==> src/rtl/vnu_serial.sv <==
// vnu_serial: serial LDPC variable-node update; exact accumulation of channel LLR
// plus DEG check messages, saturated extrinsic outputs over valid/ready streams.
module vnu_serial #(
    parameter int INT  = 8,
    parameter int FRAC = 8,
    parameter int DEG  = 3
) (
    input  logic                clk,
    input  logic                rst_n,
    input  logic                i_start,
    input  logic [INT+FRAC-1:0] i_ch_llr,
    input  logic                i_in_valid,
    input  logic [INT+FRAC-1:0] i_in_msg,
    output logic                o_in_ready,
    output logic                o_out_valid,
    output logic [INT+FRAC-1:0] o_out_msg,
    output logic                o_out_last,
    input  logic                i_out_ready,
    output logic [INT+FRAC-1:0] o_belief,
    output logic                o_hard_bit,
    output logic                o_busy
);
    localparam int W  = INT + FRAC;
    localparam int A  = W + $clog2(DEG + 1);
    localparam int IW = $clog2(DEG);
    localparam logic [IW-1:0] LAST = IW'(DEG - 1);

    typedef enum logic [1:0] {S_IDLE, S_LOAD, S_EMIT} state_t;

    state_t        r_state;
    logic [IW-1:0] r_idx;
    logic [A-1:0]  r_total;
    logic [W-1:0]  r_buf [DEG];

    logic [IW-1:0] w_nidx;
    logic [A-1:0]  w_sum;
    logic [W-1:0]  w_ext_first;
    logic [W-1:0]  w_ext_next;

    function automatic logic [A-1:0] sext(input logic [W-1:0] x);
        return {{(A-W){x[W-1]}}, x};
    endfunction

    // In range exactly when all bits above the W-bit sign bit agree with it.
    function automatic logic [W-1:0] sat(input logic [A-1:0] x);
        if (&x[A-1:W-1] || ~|x[A-1:W-1]) return x[W-1:0];
        return x[A-1] ? {1'b1, {(W-1){1'b0}}} : {1'b0, {(W-1){1'b1}}};
    endfunction

    assign w_nidx      = r_idx + IW'(1);
    assign w_sum       = r_total + sext(i_in_msg);
    assign w_ext_first = sat(w_sum - sext(r_buf[0]));
    assign w_ext_next  = sat(r_total - sext(r_buf[w_nidx]));

    always_ff @(posedge clk or negedge rst_n) begin
        if (!rst_n) begin
            r_state     <= S_IDLE;
            r_idx       <= '0;
            r_total     <= '0;
            o_in_ready  <= 1'b0;
            o_out_valid <= 1'b0;
            o_out_msg   <= '0;
            o_out_last  <= 1'b0;
            o_belief    <= '0;
            o_hard_bit  <= 1'b0;
            o_busy      <= 1'b0;
            for (int i = 0; i < DEG; i++) r_buf[i] <= '0;
        end else begin
            case (r_state)
                S_IDLE: if (i_start) begin
                    r_total    <= sext(i_ch_llr);
                    r_idx      <= '0;
                    o_in_ready <= 1'b1;
                    o_busy     <= 1'b1;
                    r_state    <= S_LOAD;
                end
                S_LOAD: if (i_in_valid) begin
                    r_buf[r_idx] <= i_in_msg;
                    r_total      <= w_sum;
                    r_idx        <= (r_idx == LAST) ? '0 : w_nidx;
                    // Final beat: buf[0] is already stored, so the first extrinsic is ready now.
                    if (r_idx == LAST) begin
                        o_in_ready  <= 1'b0;
                        o_out_valid <= 1'b1;
                        o_out_msg   <= w_ext_first;
                        o_out_last  <= 1'b0;
                        o_belief    <= sat(w_sum);
                        o_hard_bit  <= w_sum[A-1];
                        r_state     <= S_EMIT;
                    end
                end
                S_EMIT: if (i_out_ready) begin
                    if (r_idx == LAST) begin
                        r_idx       <= '0;
                        o_out_valid <= 1'b0;
                        o_out_last  <= 1'b0;
                        o_busy      <= 1'b0;
                        r_state     <= S_IDLE;
                    end else begin
                        r_idx      <= w_nidx;
                        o_out_msg  <= w_ext_next;
                        o_out_last <= (w_nidx == LAST);
                    end
                end
                default: r_state <= S_IDLE;
            endcase
        end
    end
endmodule

==> config.mk <==
export PLATFORM = sky130hd
export DESIGN_NAME = vnu_serial
export DESIGN_NICKNAME = d
export VERILOG_FILES = /design/src/rtl/vnu_serial.sv
export SDC_FILE = /design/constraint.sdc
export NUM_CORES = 1
export LEC_CHECK = 0
export CAP_MARGIN = 15
export CORE_UTILIZATION = 59
export DETAILED_ROUTE_END_ITERATION = 8
export MAX_ROUTING_LAYER = met4
export PLACE_DENSITY = 0.82
export SKIP_CTS_REPAIR_TIMING = 1
export SLEW_MARGIN = 20
export SYNTH_ARGS = -nofsm -noshare
export SYNTH_HDL_FRONTEND = slang
export SYNTH_SLANG_ARGS = --single-unit
==> constraint.sdc <==
create_clock -name clk -period 6.4 [get_ports clk]
set_input_delay 0.96 -clock clk [delete_from_list [all_inputs] [get_ports clk]]
set_output_delay 0.96 -clock clk [all_outputs]
set_load 0.03 [all_outputs]
==> results of run 1 <==
[logic make-up after synthesis]
kind of cell	Yosys count	share of synthesized area, %
adders and majority gates	63	10.4
buffers and inverters	100	4.95
xor gates and xnor gates	32	3.59
AOI/OAI and AO/OA	292	24.6
DFF	107	34.3
and+or+nand+nor	268	15.4
muxes	49	6.81
[cells in the final DEF (no fill, tap or decap), drive strengths merged, types with 3 or more instances in the layout]
master,instances
a211oi,14
a21boi,5
a21o,13
a21oi,97
a221o,3
a222oi,4
a22oi,9
a311oi,6
a31oi,9
and3,8
buf,10
clkbuf,10
clkdlybuf4s50,72
dfrtp,107
fa,3
ha,60
inv,62
mux2,33
mux2i,16
nand2,118
nand2b,13
nand3,18
nand4,7
nor2,67
nor2b,6
nor3,9
nor3b,3
nor4,5
o211ai,5
o21a,10
o21ai,56
o21ba,4
o21bai,8
o22ai,8
o31ai,23
or3,5
xnor2,18
xor2,14
[cell usage after synthesis, types with 3 or more instances]
cell / count
nand2_1: 118
dfrtp_1: 107
a21oi_1: 96
nor2_1: 67
ha_1: 60
inv_1: 59
o21ai_0: 51
mux2_2: 33
clkbuf_1: 29
o31ai_1: 21
nand3_1: 18
xnor2_1: 18
mux2i_1: 16
xor2_1: 14
a211oi_1: 13
a21o_1: 13
nand2b_1: 13
o21a_1: 10
a22oi_1: 9
a31oi_1: 9
nor3_1: 9
and3_1: 8
o21bai_1: 8
nand4_1: 7
o22ai_1: 7
nor2b_1: 6
a311oi_1: 5
buf_2: 5
o211ai_1: 5
or3_1: 5
a222oi_1: 4
nor4_1: 4
o21ai_1: 4
o21ba_2: 4
a21boi_0: 3
a221o_1: 3
buf_1: 3
fa_1: 3
nor3b_1: 3
[sequential cells by signal, summed over array words and instances, names as in the netlist]
name and count:
o_out_last 1, o_out_msg 16, o_belief 16, r_idx 2, o_out_valid 1, o_hard_bit 1, o_busy 1, o_in_ready 1
r_total 18, r_buf 48, r_state 2
[metal layers]
layer	GRT usage, %	part of all wire, %	vias up
li1	-	-	3384
met1	46.7	46	3352
met2	50.9	45	276
met3	4.48	6.6	44
met4	13.4	2.9	0
met5	-	0	-
[area by class of cell]
type,instances,area (um2),share of cell area (%)
Clock buffer,10,229,2.55
Clock inverter,6,71.3,0.795
Tap cell,172,215,2.40
Multi-Input combinational cell,704,4750,53.0
Inverter,61,229,2.55
Sequential cell,107,2680,29.9
Timing Repair Buffer,82,796,8.87
[worst max-delay path by stage]
stage,startpoint,end,slack (ps),depth (start not counted)
CTS,i_in_msg[0],o_out_msg[12],620,19
global route,i_in_msg[0],o_out_msg[10],180,19
detailed placement,i_in_msg[0],o_out_msg[12],300,19
finish,i_in_msg[0],o_out_msg[10],560,19
floorplan,i_in_msg[0],o_out_msg[0],1400,19
global placement,i_in_msg[0],o_out_msg[7],470,19
[metrics by stage]
step,hold WS [ps],cells,area (um2),setup slack (ps)
floorplan,445,911,7810,1400
global placement,461,1126,8670,469
detailed placement,463,1126,8670,295
CTS,481,1142,8970,621
global route,497,1142,8970,177
finish,477,1142,8970,564
[worst register-to-register path: cells and delay by family, from the launching register on]
family,cells,cell delay (ps)
AO/OA/AOI/OAI,11,2580
XOR/XNOR,1,230
flip-flops,1,390
adder cells (fa/ha/maj),3,1030
AND/OR/NAND/NOR,3,780
==> results.rst, run 1 <==
.. list-table::
   :header-rows: 1

   * - Metric
     - Value
   * - Maximum number of pins on one net before global-route repair
     - 58
   * - Clock slew at reported path FFs
     - 70 ps
   * - Placer's final routability congestion estimate
     - 0.958
   * - Critical path class
     - input pin to register
   * - FFs w/ async S/R, synth
     - 100%
   * - Top cells by area, synth
     - dfrtp_1 34%, ha_1 9.6%, a21oi_1 6.2%, nand2_1 5.7%, mux2_2 4.8%
   * - Routed wire length per instance
     - 18.4 um
   * - Die Ht
     - 117 um
   * - Number of buffers and inverters on the critical path
     - 1
   * - Nets
     - 1065
   * - Standard-cell row count
     - 41
   * - Iteration-0 DRC count of the detailed router
     - 615
   * - Clock latency of the later-clocked register in the worst-skew pair
     - 360 ps
   * - I/O pin cnt
     - 74
   * - Routed Antenna Nets
     - 0
   * - Initial Util
     - 61.2%
   * - Final clock period utilization by the worst path
     - 91.2%
   * - Total gr overflow
     - 0
   * - Worst flop-to-flop path startpoint
     - r_total[0]
   * - Register-to-Register Setup Slack
     - 1300 ps
   * - Main synth FF type
     - dfrtp_1
   * - Area enclosed by the die boundary
     - 0.0137 mm2
   * - Number of optimization iterations in the first detailed-route pass
     - 5
   * - Number of antenna violations at the first check in global routing
     - 0
   * - Count of cell types in the netlist
     - 72
   * - # Max-Cap Violations
     - 0
   * - X dimension of the die
     - 117 um
   * - Number of synthesis warnings
     - 0
   * - Net count after synthesis
     - 1011
   * - Ordered list of cells on the worst path
     - clkdlybuf4s50_1 -> ha_1 -> fa_1 -> a21o_1 -> a21oi_2 -> o21ai_1 -> a311oi_2 -> o21ba_2 -> xnor2_1 -> ha_1 -> a21oi_1 -> o21ai_0 -> nor3b_1 -> a211oi_1 -> or3_1 -> and3b_1 -> o31ai_4 -> a21oi_1 -> o31ai_1
   * - Buffer cell driving the clock tree root
     - clkbuf_16
   * - Worst clock skew
     - 5.58 ps
   * - Crit end category
     - register
   * - Clock tree from TritonCTS
     - done
   * - Hold Startpoint
     - o_out_msg[2]
   * - CP Launch Type
     - input pin
   * - Flip-flop and latch count after synthesis
     - 107
   * - Number of failing setup endpoints in the final timing report
     - 0
   * - WP data required
     - 6660 ps
   * - Number of global-route vias before repair
     - 6487
   * - Depth of the worst hold-timing path
     - 2
   * - Post-synthesis instance area
     - 0.00781 mm2
   * - Drt total wl
     - 21100 um
   * - Post-synthesis cell type with the largest combined area
     - dfrtp_1
   * - Number of port buffers
     - 73
   * - Worst Path Arrival
     - 6090 ps
   * - Via count
     - 7056
   * - Setup TNS Final
     - 0 ps
   * - Largest stage delay on the critical path
     - 560 ps
   * - Final number of max-transition violations
     - 0
   * - Drc violations
     - 0
   * - Fraction of final layout cells sized beyond drive strength 1
     - 8.25%
   * - Number of hold violations in the final report
     - 0
   * - Fillers
     - 1019
   * - Destination of the worst hold path
     - o_out_msg[2]
   * - Post-layout minimum cycle time
     - 5840 ps
   * - Global-route wire length before repair
     - 33800 um
   * - Half-perimeter wire length of the detailed placement result
     - 16000 um
   * - Critical R2R Capture
     - o_out_msg[10]
   * - Final design utilization
     - 70.2%
   * - Class of the worst hold path
     - register to register
   * - Count of antenna diodes in the layout
     - 0
   * - Worst r2r path cells
     - 18
   * - Achievable clock frequency
     - 171 MHz
   * - Number of buffers on the longest clock path
     - 2
   * - Top fanout value on the critical path
     - 15
   * - Total routing usage reported by global routing
     - 34.0%
   * - TritonCTS buffer count
     - 9
   * - RSZ-0062 raised after global routing
     - no
   * - Share of Yosys cell area claimed by the top area cell type
     - 34.3%
   * - Number of flops mapped to enable cells by yosys
     - 0
   * - Number of clock sinks
     - 107
   * - Placeable core region
     - 0.0128 mm2
   * - Post-Syn Area per Cell
     - 8.57 um2
   * - Outcome
     - finished clean
   * - Top cell family by delay on the critical path
     - compound AO/OA/AOI/OAI gates
   * - Worst relative slew slack
     - 22.5%
   * - Area growth, synth to finish
     - 14.8%
   * - Post-DR vias/cell
     - 6.18
   * - Gate Count Post-Synth
     - 911
   * - Sequential area share after synthesis
     - 34.3%
   * - Slowest stage cell on the critical path
     - o31ai_4
   * - Worst Max-Slew Pin Slew
     - 1160 ps
   * - Maximum level of the CTS H-tree
     - 3
Power of run 1 is left out: the tool's default activity adds up to more than one toggle a clock period on the data nets, which glitch-free logic cannot reach.
==> run 2, diff against run 1 <==
Settings changed: CORE_UTILIZATION 59 to 65, DONT_BUFFER_PORTS from default to 1, PLACE_DENSITY 0.82 to 0.81, SKIP_LAST_GASP from default to 1.
==> run 2 against run 1 <==
  * The run now ends with design-rule violations left
  * Critical path depth is 2 lower
  * Design area fell by 8.1%
  * Flip-flop and latch count did not move
  * Hold slack got worse by 190 ps
  * Critical endpoint is now o_out_msg[7]
==> results.rst, run 2 (synthesis gave the netlist of run 1 again) <==
.. list-table::
   :header-rows: 1

   * - Metric
     - Value
   * - RSZ-0062 raised after global routing
     - no
   * - Drc violations
     - 5 (+5)
   * - Number of port buffers
     - 0 (-100%)
   * - Final clock period utilization by the worst path
     - 89.1% (-2.1 points)
   * - Placed standard-cell area
     - 0.00790 mm2 (-8.8%)
   * - Routed wire length per instance
     - 21.1 um (+14%)
   * - Maximum number of pins on one net before global-route repair
     - 108 (+86%)
   * - Iteration-0 DRC count of the detailed router
     - 651 (+5.9%)
   * - Clock latency of the later-clocked register in the worst-skew pair
     - 370 ps (about the same)
   * - Crit end category
     - register
   * - Most common cell after layout, fill and taps aside
     - nand2_1
   * - Outcome
     - finished, violations left
   * - Top cell family by delay on the critical path
     - compound AO/OA/AOI/OAI gates
   * - Initial Util
     - 67.5% (+6.4 points)
   * - WP data required
     - 6660 ps (about the same)
   * - Drt total wl
     - 21900 um (+4.0%)
   * - Highest-count cells in the layout ignoring fill and taps
     - 118 x nand2_1, 107 x dfrtp_1, 96 x a21oi_1, 67 x nor2_1, 60 x ha_1
   * - Number of global-route vias before repair
     - 6781 (+4.5%)
   * - Worst relative slew slack
     - 24.8% (+2.3 points)
   * - Worst r2r path cells
     - 17 (-1)
   * - Most flops, register
     - r_buf
   * - Half-perimeter wire length of the detailed placement result
     - 16600 um (+3.6%)
   * - Register-to-Register Setup Slack
     - 820 ps (-480 ps)
   * - Cell count after placement
     - 1024 (-9.1%)
   * - Placer's final routability congestion estimate
     - 0.978 (+2.2%)
   * - Count of antenna diodes in the layout
     - 0 (unchanged)
   * - Class of the worst hold path
     - input pin to asynchronous set/reset pin
   * - Ordered list of cells on the worst path
     - ha_1 -> a211oi_1 -> nor4_2 -> o21ai_1 -> nand3_1 -> xnor2_1 -> inv_1 -> ha_1 -> inv_1 -> o21bai_1 -> nor3b_1 -> a211oi_1 -> or3_1 -> and3b_1 -> o31ai_4 -> a21oi_1 -> o31ai_1
   * - Number of buffers on the longest clock path
     - 2 (unchanged)
   * - CP Launch Type
     - input pin
   * - Number of optimization iterations in the first detailed-route pass
     - 7 (+2)
   * - Slowest stage cell on the critical path
     - xnor2_1
   * - Worst flop-to-flop path startpoint
     - r_total[1]
   * - Area growth, synth to finish
     - 5.49%
   * - Post-route design area
     - 0.00824 mm2 (-8.1%)
   * - Routed Antenna Nets
     - 0 (unchanged)
   * - Largest stage delay on the critical path
     - 710 ps (+150 ps)
   * - Top fanout value on the critical path
     - 15 (unchanged)
   * - Buffer cell driving the clock tree root
     - clkbuf_16
   * - Global-route wire length before repair
     - 34700 um (+2.7%)
   * - Critical path class
     - input pin to register
   * - Number of clock sinks
     - 107 (unchanged)
   * - Placeable core region
     - 0.0116 mm2 (-9.5%)
   * - Worst clock skew
     - 15.2 ps (+9.61 ps)
   * - X dimension of the die
     - 112 um (-4.6%)
   * - Standard-cell row count
     - 39 (-4.9%)
   * - Achievable clock frequency
     - 175 MHz (+2.4%)
   * - Worst Max-Slew Pin Slew
     - 1130 ps (-32.8 ps)
   * - Final number of max-transition violations
     - 0 (unchanged)
   * - Violations in the final reports
     - design-rule violations
   * - I/O pin cnt
     - 74 (unchanged)
   * - Critical R2R Capture
     - o_out_msg[7]
   * - Total routing usage reported by global routing
     - 37.3% (+3.3 points)
   * - Die Ht
     - 112 um (-4.6%)
   * - Biggest registers after layout
     - r_buf: 48 flops, r_total: 18 flops
   * - Number of failing setup endpoints in the final timing report
     - 0 (unchanged)
   * - Number of buffers and inverters on the critical path
     - 2 (+1)
   * - Setup TNS Final
     - 0 ps (unchanged)
   * - Number of hold violations in the final report
     - 0 (unchanged)
   * - Post-DR vias/cell
     - 6.67 (+8.0%)
   * - Clock slew at reported path FFs
     - 80 ps (about the same)
   * - Via count
     - 6940 (-1.6%)
   * - # Max-Cap Violations
     - 0 (unchanged)
   * - Number of non-filler instances in the completed layout
     - 1040 (-8.9%)
   * - Worst Path Arrival
     - 5960 ps (-130 ps)
   * - TritonCTS buffer count
     - 9 (unchanged)
   * - Number of antenna violations at the first check in global routing
     - 0 (unchanged)
   * - Final design utilization
     - 71.3% (+1.0 points)
   * - Fraction of final layout cells sized beyond drive strength 1
     - 8.92% (+0.67 points)
   * - Total gr overflow
     - 0 (unchanged)
   * - Clock tree from TritonCTS
     - done
   * - Nets
     - 992 (-6.9%)
   * - Post-layout minimum cycle time
     - 5700 ps (-135 ps)
   * - Number of flip-flops under the largest register name
     - 48 (unchanged)
   * - Area enclosed by the die boundary
     - 0.0125 mm2 (-9.1%)
   * - Maximum level of the CTS H-tree
     - 3 (unchanged)
## run 2: changes by cell type in the layout (fill, tap and decap cells not counted), sizes merged
cell           change
buf                -1
bufinv             +1
clkbuf             -1
clkdlybuf4s50     -72
clkinv             +2
clkinvlp           -2
## run 2: cell type report
type,count,area [um2]
Multi-Input combinational cell,704,4750
Fill cell,905,3320
Sequential cell,107,2680
Inverter,61,229
Clock buffer,9,225
Tap cell,143,179
Clock inverter,7,110
Timing Repair Buffer,9,67.6
## run 2: worst max path at each step
| stage | start | endpoint | slack, ps | depth (start not counted) |
|---|---|---|---|---|
| after CTS | i_in_msg[1] | o_out_msg[5] | 880 | 17 |
| final | i_in_msg[1] | o_out_msg[7] | 700 | 17 |
| after detailed placement | i_in_msg[1] | o_out_msg[7] | 520 | 17 |
| after global routing | i_in_msg[1] | o_out_msg[12] | 270 | 17 |
| after global placement | i_in_msg[10] | o_out_msg[7] | 790 | 17 |
| after floorplan | i_in_msg[0] | o_out_msg[0] | 1400 | 19 |
## run 2: worst reg2reg max path, stage by stage (launching register included)
cell      delay [ps]
dfrtp_1          450
ha_1             320
a211oi_1         470
nor4_2           150
o21ai_1          250
nand3_1          230
xnor2_1          710
inv_1            430
ha_1             440
inv_1            140
o21bai_1         120
nor3b_1          210
a211oi_1         120
or3_1            330
and3b_1          230
o31ai_4          550
a21oi_1           90
o31ai_1          240
## run 2: layer usage
| metal | vias up | global-route usage [%] | part of all wire [%] |
|---|---|---|---|
| met2 | 294 | 57.6 | 45 |
| met4 | 0 | 13.5 | 3.1 |
| met3 | 57 | 6.75 | 7.6 |
| li1 | 3236 | - | - |
| met5 | - | - | 0 |
| met1 | 3353 | 49.2 | 44 |
## run 2: stage by stage
stage	setup slack, ps	hold WS (ps)
2_1_floorplan	1400	445
3_3_place_gp	791	457
3_5_place_dp	523	465
4_1_cts	880	278
5_1_grt	272	274
6_report	700	284
Power of run 2 is left out for the same reason.
